**src/rtl/writeback_stage.sv**
```systemverilog
`default_nettype none
// ============================================================================
// Module   : writeback_stage
// Purpose  : RISC-V writeback stage. A result FIFO absorbs register-file stalls,
//            then load sign/zero extension drives the register-file write port.
// Option   : define WB_RETIRE_COUNTER_EN to build the retired-beat counter.
// Revision : 1.0 - initial release
// ============================================================================
module writeback_stage #(
  parameter int DEPTH = 2
) (
  input  logic        clk,
  input  logic        rst,
  input  logic        axis_s_data_tvalid,
  output logic        axis_s_data_tready,
  input  logic [31:0] axis_s_data_tdata,
  input  logic [16:0] ctrl_data_i,
  input  logic        stall_i,
  output logic        rf_we,
  output logic [4:0]  rf_waddr,
  output logic [31:0] rf_wdata,
  output logic [31:0] retired_count
);

  localparam int PTR_W = (DEPTH > 1) ? $clog2(DEPTH) : 1;
  localparam int CNT_W = $clog2(DEPTH + 1);

  localparam logic [6:0] OP_LOAD   = 7'b0000011;
  localparam logic [6:0] OP_STORE  = 7'b0100011;
  localparam logic [6:0] OP_BRANCH = 7'b1100011;

  localparam logic [2:0] F3_LB  = 3'b000;
  localparam logic [2:0] F3_LH  = 3'b001;
  localparam logic [2:0] F3_LBU = 3'b100;
  localparam logic [2:0] F3_LHU = 3'b101;

  logic [31:0]      fifo_data [DEPTH];
  logic [16:0]      fifo_ctrl [DEPTH];
  logic [PTR_W-1:0] wr_ptr;
  logic [PTR_W-1:0] rd_ptr;
  logic [CNT_W-1:0] count;
  logic [CNT_W-1:0] count_next;
  logic             tready_q;
  logic             push;
  logic             pop;

  logic [31:0]      head_data;
  logic [16:0]      head_ctrl;
  logic [6:0]       head_op;
  logic [2:0]       head_f3;
  logic [4:0]       head_rd;
  logic [1:0]       head_off;
  logic [7:0]       sel_byte;
  logic [15:0]      sel_half;
  logic [31:0]      ext_data;
  logic             head_writes;

  function automatic logic [PTR_W-1:0] ptr_inc(input logic [PTR_W-1:0] p);
    if (p == PTR_W'(DEPTH - 1)) begin
      return '0;
    end
    return p + PTR_W'(1);
  endfunction

  // tready is a flop so upstream never sees a combinational path from tvalid/stall.
  assign axis_s_data_tready = tready_q;
  assign push = axis_s_data_tvalid && tready_q;
  assign pop  = (count != '0) && !stall_i;

  always_comb begin
    count_next = count;
    case ({push, pop})
      2'b10:   count_next = count + CNT_W'(1);
      2'b01:   count_next = count - CNT_W'(1);
      default: count_next = count;
    endcase
  end

  always_ff @(posedge clk or posedge rst) begin
    if (rst) begin
      wr_ptr   <= '0;
      rd_ptr   <= '0;
      count    <= '0;
      tready_q <= 1'b0;
    end else begin
      if (push) begin
        wr_ptr <= ptr_inc(wr_ptr);
      end
      if (pop) begin
        rd_ptr <= ptr_inc(rd_ptr);
      end
      count    <= count_next;
      tready_q <= (count_next < CNT_W'(DEPTH));
    end
  end

  always_ff @(posedge clk) begin
    if (push) begin
      fifo_data[wr_ptr] <= axis_s_data_tdata;
      fifo_ctrl[wr_ptr] <= ctrl_data_i;
    end
  end

  assign head_data = fifo_data[rd_ptr];
  assign head_ctrl = fifo_ctrl[rd_ptr];
  assign head_op   = head_ctrl[6:0];
  assign head_f3   = head_ctrl[9:7];
  assign head_rd   = head_ctrl[14:10];
  assign head_off  = head_ctrl[16:15];

  always_comb begin
    sel_byte = head_data[7:0];
    case (head_off)
      2'd0:    sel_byte = head_data[7:0];
      2'd1:    sel_byte = head_data[15:8];
      2'd2:    sel_byte = head_data[23:16];
      default: sel_byte = head_data[31:24];
    endcase
    // Halfword loads ignore off[0]; misaligned halves are not split.
    sel_half = head_off[1] ? head_data[31:16] : head_data[15:0];

    ext_data = head_data;
    if (head_op == OP_LOAD) begin
      case (head_f3)
        F3_LB:   ext_data = {{24{sel_byte[7]}}, sel_byte};
        F3_LBU:  ext_data = {24'd0, sel_byte};
        F3_LH:   ext_data = {{16{sel_half[15]}}, sel_half};
        F3_LHU:  ext_data = {16'd0, sel_half};
        default: ext_data = head_data;
      endcase
    end

    head_writes = (head_op != OP_STORE) && (head_op != OP_BRANCH) && (head_rd != 5'd0);
  end

  always_ff @(posedge clk or posedge rst) begin
    if (rst) begin
      rf_we    <= 1'b0;
      rf_waddr <= '0;
      rf_wdata <= '0;
    end else begin
      rf_we <= pop && head_writes;
      if (pop && head_writes) begin
        rf_waddr <= head_rd;
        rf_wdata <= ext_data;
      end
    end
  end

`ifdef WB_RETIRE_COUNTER_EN
  logic [31:0] retired_q;

  always_ff @(posedge clk or posedge rst) begin
    if (rst) begin
      retired_q <= '0;
    end else if (pop) begin
      retired_q <= retired_q + 32'd1;
    end
  end

  assign retired_count = retired_q;
`else
  assign retired_count = '0;
`endif

endmodule
`default_nettype wire

```
**config.mk**
```make
export PLATFORM = sky130hd
export DESIGN_NAME = writeback_stage
export DESIGN_NICKNAME = d
export VERILOG_FILES = /design/src/rtl/writeback_stage.sv
export SDC_FILE = /design/constraint.sdc
export NUM_CORES = 1
export LEC_CHECK = 0
export BUFFER_PORTS_ARGS = -buffer_cell sky130_fd_sc_hd__clkbuf_2
export CAP_MARGIN = 40
export CORE_ASPECT_RATIO = 2
export CORE_MARGIN = 2
export CORE_UTILIZATION = 60
export CTS_BUF_LIST = sky130_fd_sc_hd__clkbuf_4
export DETAILED_ROUTE_END_ITERATION = 10
export GPL_TIMING_DRIVEN = 0
export PLACE_DENSITY = 0.95
export SYNTH_ARGS = -nofsm -noshare
export SYNTH_HDL_FRONTEND = slang
export SYNTH_SLANG_ARGS = --single-unit
```
**constraint.sdc**
```tcl
create_clock -name clk -period 4.7 [get_ports clk]
set_clock_uncertainty 0.05 [all_clocks]
set_input_delay 0.94 -clock clk [delete_from_list [all_inputs] [get_ports clk]]
set_output_delay 0.94 -clock clk [all_outputs]
set_load 0.05 [all_outputs]
```
==> results of run 1 <==
-- flip-flops by register name, summed over array words and instances (netlist names), 2 cells and up --
name / cells
fifo_data: 64
rf_waddr: 5
fifo_ctrl: 34
count: 2
rf_wdata: 32
-- where the power goes --
group / internal [mW] / total [mW] / switching (mW)
registers: 1.70 / 1.88 / 0.179
clock network: 0.366 / 0.815 / 0.449
logic: 0.625 / 2.09 / 1.46
-- path summary, 6_finish.rpt --
check,endpoint,slack (ns),cells after the start
min reg2reg,count[1],0.45,1
min in group clk,count[1],0.45,1
max reg2reg,rf_wdata[8],2.30,9
min,rf_waddr[3],0.23,2
max,rf_wdata[8],2.30,9
max in group asynchronous,rf_wdata[15],3.90,3
-- metal layers --
| layer | wire length (µm) | GRT usage | part of all wire |
|---|---|---|---|
| met1 | 4910 | 0.269 | 0.34 |
| met2 | 8120 | 0.486 | 0.56 |
| met3 | 852 | 0.0558 | 0.059 |
| met4 | 590 | 0.152 | 0.041 |
| met5 | 0 | 0 | 0 |
-- through the flow --
step	cells	hold WS (ns)	power (mW)
6_report	740	0.225	4.78
5_1_grt	740	0.206	4.97
4_1_cts	739	0.197	4.77
3_5_place_dp	707	0.430	3.97
3_3_place_gp	704	0.423	3.87
2_1_floorplan	478	0.408	3.41
-- layout make-up --
cell class / count / area (µm²)
Buffer: 59 / 397
Timing Repair Buffer: 94 / 515
Clock inverter: 15 / 171
Tap cell: 135 / 169
Antenna cell: 1 / 2.50
Inverter: 5 / 18.8
Sequential cell: 141 / 4020
Multi-Input combinational cell: 273 / 1950
Fill cell: 699 / 2780
Clock buffer: 17 / 128
-- layout by cell type (no fill, tap or decap), drive strengths merged, types with 14 or more instances in the layout --
master  netlist  final
conb          1     32
nand4        14     14
edfxtp       98     98
nand2        14     14
dfrtp        43     43
mux2         28     28
buf          50     53
mux2i        23     23
nand3        18     18
a211oi       14     14
clkbuf        9    117
nor2         25     25
o21ai        40     40
-- cells by family (layout without fill, tap and decap cells) --
| kind of cell | Yosys count | in the layout | share of synthesized area |
|---|---|---|---|
| AOI/OAI and AO/OA | 97 | 97 | 0.111 |
| xor gates and xnor gates | 5 | 5 | 0.00700 |
| adders and majority gates | 1 | 1 | 0.00200 |
| buffers and inverters | 64 | 190 | 0.0664 |
| DFF | 141 | 141 | 0.642 |
| muxes | 51 | 51 | 0.0895 |
| other | 1 | 33 | 0.000599 |
| and+or+nand+nor | 87 | 87 | 0.0819 |
==> results.cfg, run 1 <==
[timing]
slew_viol_final = 0
setup_tns_ns = 0
finalSetupViolCount = 0
worst_slew_pin_slew_ns = 0.903
slew_headroom = 0.394
hold_viol = 0
min_period_ns = 2.40
rsz0062_at_grt = no
max_freq_mhz = 417
worst_slack_ns = 2.30
min_period_over_period = 0.510

[yosys]
ys_top_cells_by_count = 98 x edfxtp_1, 43 x dfrtp_1, 35 x buf_4
async_flop_share = 0.305
ys.flop_type = edfxtp_1
ys_seq_area_frac = 0.642
netlist_area_um2 = 6260
postSynthCellCount = 447
synth_area_per_cell_um2 = 14.0
netlist_top_cells_area = edfxtp_1 47%, dfrtp_1 17%, buf_4 4.2%
synth_edf_count = 98
synth_warnings = 0
synth_cell_types = 52
synth_seq_cells = 141
synth_most_common_cell = edfxtp_1
synth_top_area_share = 0.470
synth_top_cell_by_area = edfxtp_1

[cts]
clock-root-buffer = clkbuf_4
cts.repair.resized = 0
post_cts_buffers = 0
numCtsBuffers = 17
clockBufferDepth = 2
cts_tree = built
clk_pin_slew_ns = 0.12
clkLatencyLatePin_ns = 0.54
cts_max_level = 4
ctsHoldBuffers = 0
cts.sinks = 141

[worst_setup_path]
required_ns = 5.09
critPathArrivalTime_ns = 2.79
crit_chain = buf_6 > buf_6 > buf_6 > buf_4 > mux2_1 > mux2i_1 > nor2_1 > a211oi_1 > o2bb2ai_1
worst-path-buf-inv = 4
crit_fanout = 10
cp_top_family = buffers and inverters
cp-end-kind = flop
cpMostUsedCell = buf_6
startpoint = rd_ptr
startpoint_type = flop
slowest_delay_ns = 0.43
crit_path_top_delay_cell = dfrtp_1
critPathKind = reg2reg
reg2reg_from = rd_ptr

[placement]
globalplace.congestion = 0.914
dpl-instance-area_um2 = 7070
io_buffers = 91
dp_slack_ns = 2.20
hpwl_mm = 10.8

[detailed_routing]
ant_nets = 0
drt_iter0_markers = 386
dr.pass1.iters = 7
routed_wl_mm = 14.5
drc_errors = 0
num_vias = 4325
viasPerCell = 5.84
wl_per_cell_um = 19.6

[final_layout]
area_growth_pct = 17.7
layout-drive-gt1-share = 0.354
stdcell_area_um2 = 7370
postLayoutCoreUtil = 0.726
layout.nets = 645

[run]
drv_cap = 0

[global_routing]
overflow = 0
grt_pass1_wl_mm = 22.5
grt_max_degree = 39
groute.usage.overall = 0.262
antenna_found_initial = 1
grt_pass1_vias = 4438

[floorplanning]
die_h_um = 148
initial_core_util = 0.617
die_w_um = 76.2
die-area_um2 = 11300
rows = 52
core_area_um2 = 10100
ios = 124

[run_status]
status = finished clean

[pwr]
max-vdd-ir-drop_mv = 0.411
leakagePower_nw = 3.07
p_per_area_nw_per_um2 = 649

[worst_hold_path]
hp-class = in2async
(Power assumes the default switching activity.)
==> run 2: changes to the inputs <==
--- a/config.mk
+++ b/config.mk
@@ -9,11 +9,11 @@
 export CAP_MARGIN = 40
 export CORE_ASPECT_RATIO = 2
 export CORE_MARGIN = 2
-export CORE_UTILIZATION = 60
+export CORE_UTILIZATION = 52
 export CTS_BUF_LIST = sky130_fd_sc_hd__clkbuf_4
 export DETAILED_ROUTE_END_ITERATION = 10
 export GPL_TIMING_DRIVEN = 0
-export PLACE_DENSITY = 0.95
+export PLACE_DENSITY = 0.88
 export SYNTH_ARGS = -nofsm -noshare
 export SYNTH_HDL_FRONTEND = slang
 export SYNTH_SLANG_ARGS = --single-unit
==> constraint.sdc (replaced) <==
create_clock -name clk -period 2.2 [get_ports clk]
set_clock_uncertainty 0.05 [all_clocks]
set_input_delay 0.44 -clock clk [delete_from_list [all_inputs] [get_ports clk]]
set_output_delay 0.44 -clock clk [all_outputs]
set_load 0.05 [all_outputs]
==> results.cfg, run 2 (synthesized netlist as in run 1, its figures left out) <==
[run_status]
status = finished clean

[cts]
clock-root-buffer = clkbuf_4
numCtsBuffers = 17
clkLatencyLatePin_ns = 0.58
clk_pin_slew_ns = 0.13
cts_max_level = 4
clockBufferDepth = 2
cts.sinks = 141
cts_tree = built

[final_layout]
regMostFlops = fifo_data
final_cells = 810
layout.nets = 705
area_growth_pct = 30.7
final_common_cell = edfxtp_1
fillers = 817
stdcell_area_um2 = 8180
multi_input_area_um2 = 2120
largest_register_ffs = 64
layout.area.seq_um2 = 4020
layout-drive-gt1-share = 0.407
top_regs = fifo_data (64), fifo_ctrl (34), rf_wdata (32)
layout_common_cells = 98 x edfxtp_1, 95 x clkbuf_2, 47 x buf_4

[run]
drv_cap = 0

[timing]
whs_ns = 0.0237
min_period_ns = 2.20
slew_viol_final = 0
hold_viol = 0
min_period_over_period = 0.998
worst_slew_pin_slew_ns = 0.802
worst_slack_ns = 0.00490
slew_headroom = 0.464
max_freq_mhz = 456
finalSetupViolCount = 0

[placement]
dp_slack_ns = -0.164
dpl-instance-area_um2 = 7080
globalplace.congestion = 0.892
hpwl_mm = 10.8
io_buffers = 91
placed_cells = 717

[floorplanning]
initial_core_util = 0.532
rows = 56
die-area_um2 = 13000
die_h_um = 159
die_w_um = 81.6
core_area_um2 = 11800
ios = 124

[detailed_routing]
ant_nets = 0
drt_iter0_markers = 529
num_vias = 4619
routed_wl_mm = 15.7
viasPerCell = 5.70
wl_per_cell_um = 19.4
dr.pass1.iters = 5
drc_errors = 0

[pwr]
max-vdd-ir-drop_mv = 0.701
p_per_area_nw_per_um2 = 1320
leakagePower_nw = 3.38

[worst_setup_path]
critPathKind = reg2reg
reg2reg_from = rd_ptr
crit_fanout = 10
startpoint_type = flop
critPathArrivalTime_ns = 2.63
required_ns = 2.63
rr_endpoint = rf_wdata[3]
slowest_delay_ns = 0.41
crit_path_top_delay_cell = dfrtp_1
cpMostUsedCell = buf_12
r2r_cells = 8
crit_chain = buf_6 > buf_12 > buf_12 > mux2_2 > mux2i_2 > nor2_1 > a211o_1 > a22o_1
r2r_slack_ns = 0.005
cp-end-kind = flop

[global_routing]
grt_max_degree = 37
antenna_found_initial = 1
grt_pass1_vias = 4625
grt_pass1_wl_mm = 23.5
overflow = 0
groute.usage.overall = 0.249

[worst_hold_path]
min_path_cells = 1
holdPathEnd = fifo_data[0][8]
hp-class = in2reg
hp-start = axis_s_data_tdata[8]
[run 2: power by group]
| group | switching (mW) | internal (mW) |
|---|---|---|
| Clock | 0.971 | 0.686 |
| Combinational | 3.34 | 1.78 |
| Sequential | 0.387 | 3.63 |
[run 2: layout make-up]
cell class,instances,share of cell area
diodes,1,0.000306
plain buffers,59,0.0584
multi-input cells,274,0.259
clock buffers,18,0.0165
inverters,5,0.00229
repair buffers,153,0.132
clock inverters,14,0.0174
well taps,145,0.0222
flip-flops and latches,141,0.491
[run 2: per-stage QoR]
stage | setup TNS (ns) | total power [mW] | utilization
floorplan | 0 | 7.28 | -
global route | -0.247 | 11.2 | 0.695
global placement | -1.39 | 8.28 | 0.597
CTS | -0.000236 | 10.3 | 0.666
finish | 0 | 10.8 | 0.695
detailed placement | -1.97 | 8.47 | 0.602
[run 2: repair_timing]
action	in CTS	in global routing
setup endpoints to repair	37	36
gates cloned	0	1
hold buffers	39	6
resized for setup	16	64
pin swaps	1	6
hold endpoints to repair	117	12
buffers inserted	5	9
[run 2: layer usage]
layer / vias up / track usage / wire [µm]
met5: - / 0 / 0
met4: 0 / 0.159 / 857
met3: 70 / 0.0533 / 945
met2: 267 / 0.437 / 8630
met1: 2212 / 0.254 / 5260
li1: 2070 / - / -
[run 2: worst max path at each step]
stage / startpoint / to / slack (ns) / cells after the start
2_1_floorplan: axis_s_data_tready / fifo_ctrl[0][0] / 0.12 / 2
3_3_place_gp: rd_ptr / rf_wdata[2] / -0.11 / 8
3_5_place_dp: rd_ptr / rf_wdata[8] / -0.16 / 9
4_1_cts: rd_ptr / rf_wdata[15] / -0.0002 / 8
5_1_grt: rd_ptr / rf_wdata[8] / -0.06 / 8
6_report: rd_ptr / rf_wdata[3] / 0.005 / 8
[run 2: critical path, delay by kind of cell (launching register included)]
kind            cells  cell delay [ns]
buf+inv             3             0.47
mux                 2             0.64
flops               1             0.41
compound gates      2             0.44
simple gates        1             0.08
